===== src/rtl/fc_pkg.sv =====
// Shared definitions for the fc layer post-processing blocks:
// the default layer width, the bias word type and a signed clamp helper.
package fc_pkg;

    localparam int FC_T = 12;

    typedef logic signed [FC_T-1:0] bias_t;

    // Clamp a sign-extended value into the signed range of a width-bit word.
    function automatic logic signed [63:0] sat_signed(input logic signed [63:0] val,
                                                      input int unsigned width);
        logic signed [63:0] hi;
        logic signed [63:0] lo;
        hi = (64'sd1 <<< (width - 1)) - 64'sd1;
        lo = -(64'sd1 <<< (width - 1));
        if (val > hi) begin
            return hi;
        end
        if (val < lo) begin
            return lo;
        end
        return val;
    endfunction

endpackage


===== src/rtl/fc_bias_rom.sv =====
// Per-neuron bias table for the fc layer, emitted by the layer generator.
// Unused addresses read as zero.
module fc_bias_rom
    import fc_pkg::*;
#(
    parameter int M  = 6,
    parameter int T  = FC_T,
    localparam int AW = (M > 1) ? $clog2(M) : 1
) (
    input  logic [AW-1:0]       addr,
    output logic signed [T-1:0] z
);

    bias_t word;

    always_comb begin
        word = '0;
        case (int'(addr))
            0:       word = bias_t'(5);
            1:       word = bias_t'(-3);
            2:       word = bias_t'(0);
            3:       word = bias_t'(10);
            4:       word = bias_t'(-7);
            5:       word = bias_t'(2);
            default: word = '0;
        endcase
        z = T'(word);
    end

endmodule


===== src/rtl/fc_bias_relu_stage.sv =====
// Bias-add, optional ReLU, arithmetic shift and saturation on the fc output stream,
// as a 2-stage elastic pipeline with last-of-vector marking.
module fc_bias_relu_stage
    import fc_pkg::*;
#(
    parameter int M     = 6,
    parameter int T     = FC_T,
    parameter int OT    = 8,
    parameter int SHIFT = 2,
    parameter int RELU  = 1
) (
    input  logic                 clk,
    input  logic                 reset,
    input  logic                 input_valid,
    output logic                 input_ready,
    input  logic signed [T-1:0]  input_data,
    output logic                 output_valid,
    input  logic                 output_ready,
    output logic signed [OT-1:0] output_data,
    output logic                 output_last,
    output logic                 sat_sticky
);

    localparam int IW = (M > 1) ? $clog2(M) : 1;
    localparam int SW = T + 1;

    logic [IW-1:0]        idx;
    logic signed [T-1:0]  bias;

    logic                 s1_v;
    logic signed [SW-1:0] s1_sum;
    logic                 s1_last;

    logic                 out_v;
    logic signed [OT-1:0] out_data;
    logic                 out_last;
    logic                 sat;

    logic                 adv2;
    logic                 accept;

    logic signed [SW-1:0] relu_val;
    logic signed [SW-1:0] shifted;
    logic signed [63:0]   wide;
    logic signed [63:0]   clamped;
    logic                 clamp_hit;

    fc_bias_rom #(
        .M(M),
        .T(T)
    ) u_bias_rom (
        .addr(idx),
        .z   (bias)
    );

    // S1 may be refilled in the same cycle it drains into S2.
    assign adv2        = s1_v && (!out_v || output_ready);
    assign input_ready = !s1_v || adv2;
    assign accept      = input_valid && input_ready;

    always_comb begin
        relu_val  = ((RELU != 0) && (s1_sum < 0)) ? '0 : s1_sum;
        shifted   = relu_val >>> SHIFT;
        wide      = {{(64 - SW){shifted[SW-1]}}, shifted};
        clamped   = sat_signed(wide, OT);
        clamp_hit = (clamped != wide);
    end

    always_ff @(posedge clk) begin
        if (!reset) begin
            idx      <= '0;
            s1_v     <= 1'b0;
            s1_sum   <= '0;
            s1_last  <= 1'b0;
            out_v    <= 1'b0;
            out_data <= '0;
            out_last <= 1'b0;
            sat      <= 1'b0;
        end else begin
            if (accept) begin
                idx     <= (idx == IW'(M - 1)) ? '0 : idx + 1'b1;
                s1_v    <= 1'b1;
                s1_sum  <= {input_data[T-1], input_data} + {bias[T-1], bias};
                s1_last <= (idx == IW'(M - 1));
            end else if (adv2) begin
                s1_v <= 1'b0;
            end

            if (adv2) begin
                out_v    <= 1'b1;
                out_data <= clamped[OT-1:0];
                out_last <= s1_last;
                if (clamp_hit) begin
                    sat <= 1'b1;
                end
            end else if (output_ready) begin
                out_v <= 1'b0;
            end
        end
    end

    assign output_valid = out_v;
    assign output_data  = out_data;
    assign output_last  = out_last;
    assign sat_sticky   = sat;

endmodule


===== config.mk =====
export PLATFORM = sky130hd
export DESIGN_NAME = fc_bias_relu_stage
export DESIGN_NICKNAME = d
export VERILOG_FILES = /design/src/rtl/fc_pkg.sv /design/src/rtl/fc_bias_rom.sv /design/src/rtl/fc_bias_relu_stage.sv
export SDC_FILE = /design/constraint.sdc
export NUM_CORES = 1
export LEC_CHECK = 0
export CORE_MARGIN = 5
export CORE_UTILIZATION = 50
export CTS_CLUSTER_DIAMETER = 30
export DETAILED_ROUTE_END_ITERATION = 7
export GPL_TIMING_DRIVEN = 0
export PLACE_DENSITY = 0.85
export SYNTH_ARGS = -nofsm -noshare
export SYNTH_HDL_FRONTEND = slang
export SYNTH_HIERARCHICAL = 1
export SYNTH_SLANG_ARGS = --single-unit

===== constraint.sdc =====
create_clock -name clk -period 6.4 [get_ports clk]
set_clock_uncertainty 0.15 [all_clocks]
set_input_delay 1.28 -clock clk [delete_from_list [all_inputs] [get_ports clk]]
set_output_delay 1.28 -clock clk [all_outputs]
set_load 0.03 [all_outputs]

==> results.txt, run 1 <==
----------------------------------------------------
[Status]
  Status ... completed

[Finish]
  Final antenna diode count ... 0
  Non-filler cells in the finished layout ... 282
  Proportion of layout cells with a drive suffix above 1 ... roughly a tenth
  Net count of the finished layout ... 264
  Multi-input logic area ... just over 1000 µm²
  Area growth, synth to finish ... 21.15%
  Reg area ... 540.5 µm²
  Number of fill cells in the layout ... 302
  Utilization after layout ... 61.75%

[Worst setup path]
  Critical-path maximum fanout ... 5
  Category of the critical setup timing path ... primary input to output port
  Endpoint required time on the critical path ... 4.97 ns
  Standard cell with the maximum stage delay on the critical path ... sky130_fd_sc_hd__clkdlybuf4s50_1
  Type of element launching the critical path ... primary input
  R2R setup slack ... between 3 and 4 ns
  Series of cell instances along the critical path ... clkdlybuf4s50_1 -> nand3b_1 -> clkdlybuf4s50_1
  Most used cell, CP ... sky130_fd_sc_hd__clkdlybuf4s50_1
  Critical Path End Type ... output port
  Worst path top cell family by delay ... buffers and inverters
  Data arrival time of the critical path ... 2.67 ns
  Worst path max stage delay ... 0.71 ns
  Combined buffer and inverter count along the critical path ... 2

[Yosys]
  Number of warnings issued by yosys ... 6
  Number of synthesized flops with an enable pin ... 0
  Sequential element share of the synthesized area ... 32.29%
  Compound-Gate Fraction of Synth Area ... 23.99%
  Average size of a mapped cell ... 8.166 µm²
  Flop and latch count out of synthesis ... 27
  Cell variety after synth ... 47
  Share of async-settable or async-resettable flops after synthesis ... 0%
  Post-Synthesis Net Count ... ~230
  Share of cell area taken by muxes after synthesis ... less than 1%
  Adder-Cell Fraction of Synth Area ... approximately 8.2%
  Simple-Gate Fraction of Synth Area ... 24.07%
  Most used flip-flop cell after synthesis ... sky130_fd_sc_hd__dfxtp_1
  Synthesized instance count ... 205
  Xor/xnor share of the synthesized area ... 4.185%
  Dominant combinational cell family by area after synthesis ... simple AND/OR/NAND/NOR gates
  Post-synthesis cell area ... about 1700 µm²

[Die]
  I/O pin total ... 28
  Die outline height ... 67.87 µm
  Area enclosed by the die boundary ... 4606 µm²
  Effective utilization at floorplan ... 50.97%
  Number of core rows ... 21
  DIE WIDTH ... 67.87 µm
  Placeable core region ... 3284 µm²

[Global routing]
  Final global-route overflow total ... 0
  GR Util All Layers ... 15.47%
  Maximum number of pins on one net before global-route repair ... 15
  Vias in the first global route ... 1312
  Number of antenna violations at the first check in global routing ... 0
  Wire length of the first global-routing pass ... around 5600 µm

[STA]
  Share of the clock period used by the worst path ... 64.05%
  Slew at the pin with the worst max-slew slack ... 0.5677 ns
  Setup violation total in the final timing report ... 0
  Worst slew margin relative to its limit ... 62.01%
  Achievable frequency ... around 0.24 GHz
  Final number of hold-violating endpoints ... 0
  Setup repair after global routing missed its margin ... false
  Final max-slew violation count ... 0
  Min Tclk post-route ... around 4 ns
  Post-layout worst setup margin ... between 2 and 2.5 ns
  Final total negative setup slack ... 0 ns

[CTS]
  Clock input transition at the sequential cells of the worst setup and hold paths ... 0.13 ns
  Total CTS buffers ... 3
  Longest Clk Path Bufs ... 2
  Root buffer cell ... sky130_fd_sc_hd__clkbuf_4
  Htree depth ... 1
  Quantity of hold-fixing buffers added after cts ... 0
  Clock sink count ... 27
  TritonCTS clock tree ... yes
  Source-to-sink clock delay at the later pin of the worst-skew pair ... between 0.3 and 0.4 ns
  CTS resizes ... 0
  Number of setup buffers added after CTS ... 0

[Drt]
  Average wire length per cell after detail routing ... 12.13 µm
  First-pass iteration count of the detailed router ... 4
  Number of vias per cell ... 5.493
  Total routed wirelength ... 3421 µm
  Post-detailed-route DRC marker count ... 0
  Violation count after the first detailed-routing iteration ... 94
  DRT met1 WL ... 1681 µm
  Routed met3 length ... 108 µm
  Total length of routed met2 wires ... 1596 µm
  Count of antenna-violating nets left after detailed routing ... 0
  Via count ... between 1500 and 2000
  Highest layer used for signal routing ... met4

[Power]
  Maximum resistive drop on vdd ... 91.60 µV
  Total design power ... 436.5 µW
  Leakage power ... approximately 0.8 nW
  Ratio of total power to cell area ... 215.2 nW/µm²

[Placement]
  Setup Slack @ Placement ... around 2.3 ns
  Post-DP HPWL ... 2590 µm
  Final weighted congestion in routability-driven placement ... between 0.8 and 0.9
  # port buffers ... 27
  Number of cells in the design after placement ... 278

[Run]
  Maxcap violations ... 0

[Min path]
  Class of the tightest hold or removal check ... flip-flop to flip-flop

----------------------------------------------------
routing by layer:
| layer | GRT usage, % | vias up |
|---|---|---|
| met2 | 27.83 | 43 |
| met1 | 19.48 | 697 |
| li1 | - | 805 |
| met3 | 1.478 | 4 |
| met4 | 4.467 | 0 |
| met5 | 0 | - |
cells in the final DEF (no fill, tap or decap), types with 2 or more instances in the layout:
master / n
sky130_fd_sc_hd__clkdlybuf4s50_1: 27
sky130_fd_sc_hd__nor2_1: 14
sky130_fd_sc_hd__o211ai_1: 2
sky130_fd_sc_hd__buf_2: 2
sky130_fd_sc_hd__a31o_2: 2
sky130_fd_sc_hd__nand2_1: 14
sky130_fd_sc_hd__clkbuf_1: 6
sky130_fd_sc_hd__or2_2: 2
sky130_fd_sc_hd__nand2b_1: 11
sky130_fd_sc_hd__xnor2_1: 5
sky130_fd_sc_hd__a31oi_1: 11
sky130_fd_sc_hd__o21ai_0: 13
sky130_fd_sc_hd__nand3b_1: 2
sky130_fd_sc_hd__nand4b_1: 2
sky130_fd_sc_hd__dfxtp_1: 27
sky130_fd_sc_hd__inv_1: 6
sky130_fd_sc_hd__buf_4: 8
sky130_fd_sc_hd__clkbuf_4: 3
sky130_fd_sc_hd__nor3_1: 6
sky130_fd_sc_hd__nand3_1: 14
sky130_fd_sc_hd__a211oi_1: 2
sky130_fd_sc_hd__a21oi_1: 14
sky130_fd_sc_hd__xor2_1: 3
sky130_fd_sc_hd__and3_1: 3
sky130_fd_sc_hd__a21o_1: 3
sky130_fd_sc_hd__ha_1: 11
worst paths after layout:
kind | start | end | depth (start not counted)
setup / recovery | output_ready | input_ready | 3
hold / removal | output_last | output_last | 2
setup reg to reg | idx[0] | s1_sum[10] | 9
hold reg to reg | output_last | output_last | 2
sequential cells by signal, summed over array words and instances (netlist names):
signal / cells
idx: 3
output_data: 8
output_last: 1
output_valid: 1
s1_last: 1
s1_sum: 11
s1_v: 1
sat_sticky: 1
cells by family (layout without fill, tap and decap cells):
| kind of cell | after synthesis | after routing |
|---|---|---|
| AND/OR/NAND/NOR | 77 | 77 |
| AO/OA/AOI/OAI | 60 | 60 |
| flip-flops | 27 | 27 |
| buffers and inverters | 21 | 52 |
| adder cells (fa/ha/maj) | 11 | 11 |
| XOR/XNOR | 8 | 8 |
| multiplexers | 1 | 1 |
power by group:
| group | internal [mW] | total, mW | switching (mW) | leakage (nW) |
|---|---|---|---|---|
| Sequential | 0.185 | 0.197 | 0.0119 | 0.222 |
| Clock | 0.0243 | 0.0700 | 0.0456 | 0.0150 |
| Combinational | 0.0786 | 0.170 | 0.0910 | 0.566 |
| Total | 0.288 | 0.436 | 0.148 | 0.803 |
metrics by stage:
step	hold slack (ns)	instance area, µm²
detailed placement	0.2977	2002
global placement	0.2909	2002
CTS	0.3158	2028
floorplan	0.2821	1674
global route	0.3299	2028
finish	0.3139	2028
synthesized netlist by cell type, types with 2 or more instances:
master / count / area, µm²
sky130_fd_sc_hd__dfxtp_1: 27 / 540.5
sky130_fd_sc_hd__a21oi_1: 14 / 70.07
sky130_fd_sc_hd__nand2_1: 14 / 52.55
sky130_fd_sc_hd__nand3_1: 14 / 70.07
sky130_fd_sc_hd__nor2_1: 14 / 52.55
sky130_fd_sc_hd__o21ai_0: 13 / 65.06
sky130_fd_sc_hd__a31oi_1: 11 / 68.82
sky130_fd_sc_hd__ha_1: 11 / 137.6
sky130_fd_sc_hd__nand2b_1: 11 / 68.82
sky130_fd_sc_hd__buf_4: 8 / 60.06
sky130_fd_sc_hd__inv_1: 6 / 22.52
sky130_fd_sc_hd__nor3_1: 6 / 30.03
sky130_fd_sc_hd__clkbuf_1: 5 / 18.77
sky130_fd_sc_hd__xnor2_1: 5 / 43.79
sky130_fd_sc_hd__a21o_1: 3 / 22.52
sky130_fd_sc_hd__and3_1: 3 / 18.77
sky130_fd_sc_hd__xor2_1: 3 / 26.28
sky130_fd_sc_hd__a211oi_1: 2 / 15.01
sky130_fd_sc_hd__a31o_2: 2 / 17.52
sky130_fd_sc_hd__buf_2: 2 / 10.01
sky130_fd_sc_hd__nand3b_1: 2 / 15.01
sky130_fd_sc_hd__nand4b_1: 2 / 17.52
sky130_fd_sc_hd__o211ai_1: 2 / 15.01
sky130_fd_sc_hd__or2_2: 2 / 12.51
tightest hold or removal path, delay by kind of cell, from the launching register on:
| family | cells | cell delay, ns |
|---|---|---|
| AO/OA/AOI/OAI | 1 | 0.05 |
| flip-flops | 1 | 0.33 |
| AND/OR/NAND/NOR | 1 | 0.05 |
final cells by class:
cell class | instances | share of cell area [%]
plain buffers | 15 | 4.380
clock buffers | 4 | 1.295
inverters | 6 | 1.110
multi-input cells | 157 | 50.40
flip-flops and latches | 27 | 26.65
well taps | 46 | 2.838
repair buffers | 27 | 13.33
Power figures use the tool's default switching activity.
==> run 2: changes to the inputs <==
Clock period 6.4 ns to 4.2 ns, I/O delays scaled along.
==> results of run 2 <==
The final DEF is identical to that of run 1. Status: completed.
Main changes from that run: setup slack after placement 2.309 ns -> 0.9888 ns; setup slack after layout 2.301 ns -> 0.9807 ns; register-to-register setup slack 3.47 ns -> 1.27 ns; total power 0.4365 mW -> 0.6651 mW; worst IR drop on VDD 91.60 µV -> 139.6 µV
==> run 3: changes to the inputs <==
Clock period 4.2 ns to 3.4 ns, I/O delays scaled along.
==> results of run 3 <==
The final DEF is identical to that of run 1. Status: completed.
Main changes from that run: setup slack after placement 2.309 ns -> 0.5003 ns; setup slack after layout 2.301 ns -> 0.4726 ns; start point of the critical path output_ready -> idx[0]; end point of the critical path input_ready -> s1_sum[10]; register-to-register setup slack 3.47 ns -> 0.47 ns; total power 0.4365 mW -> 0.8216 mW; worst IR drop on VDD 91.60 µV -> 172.4 µV
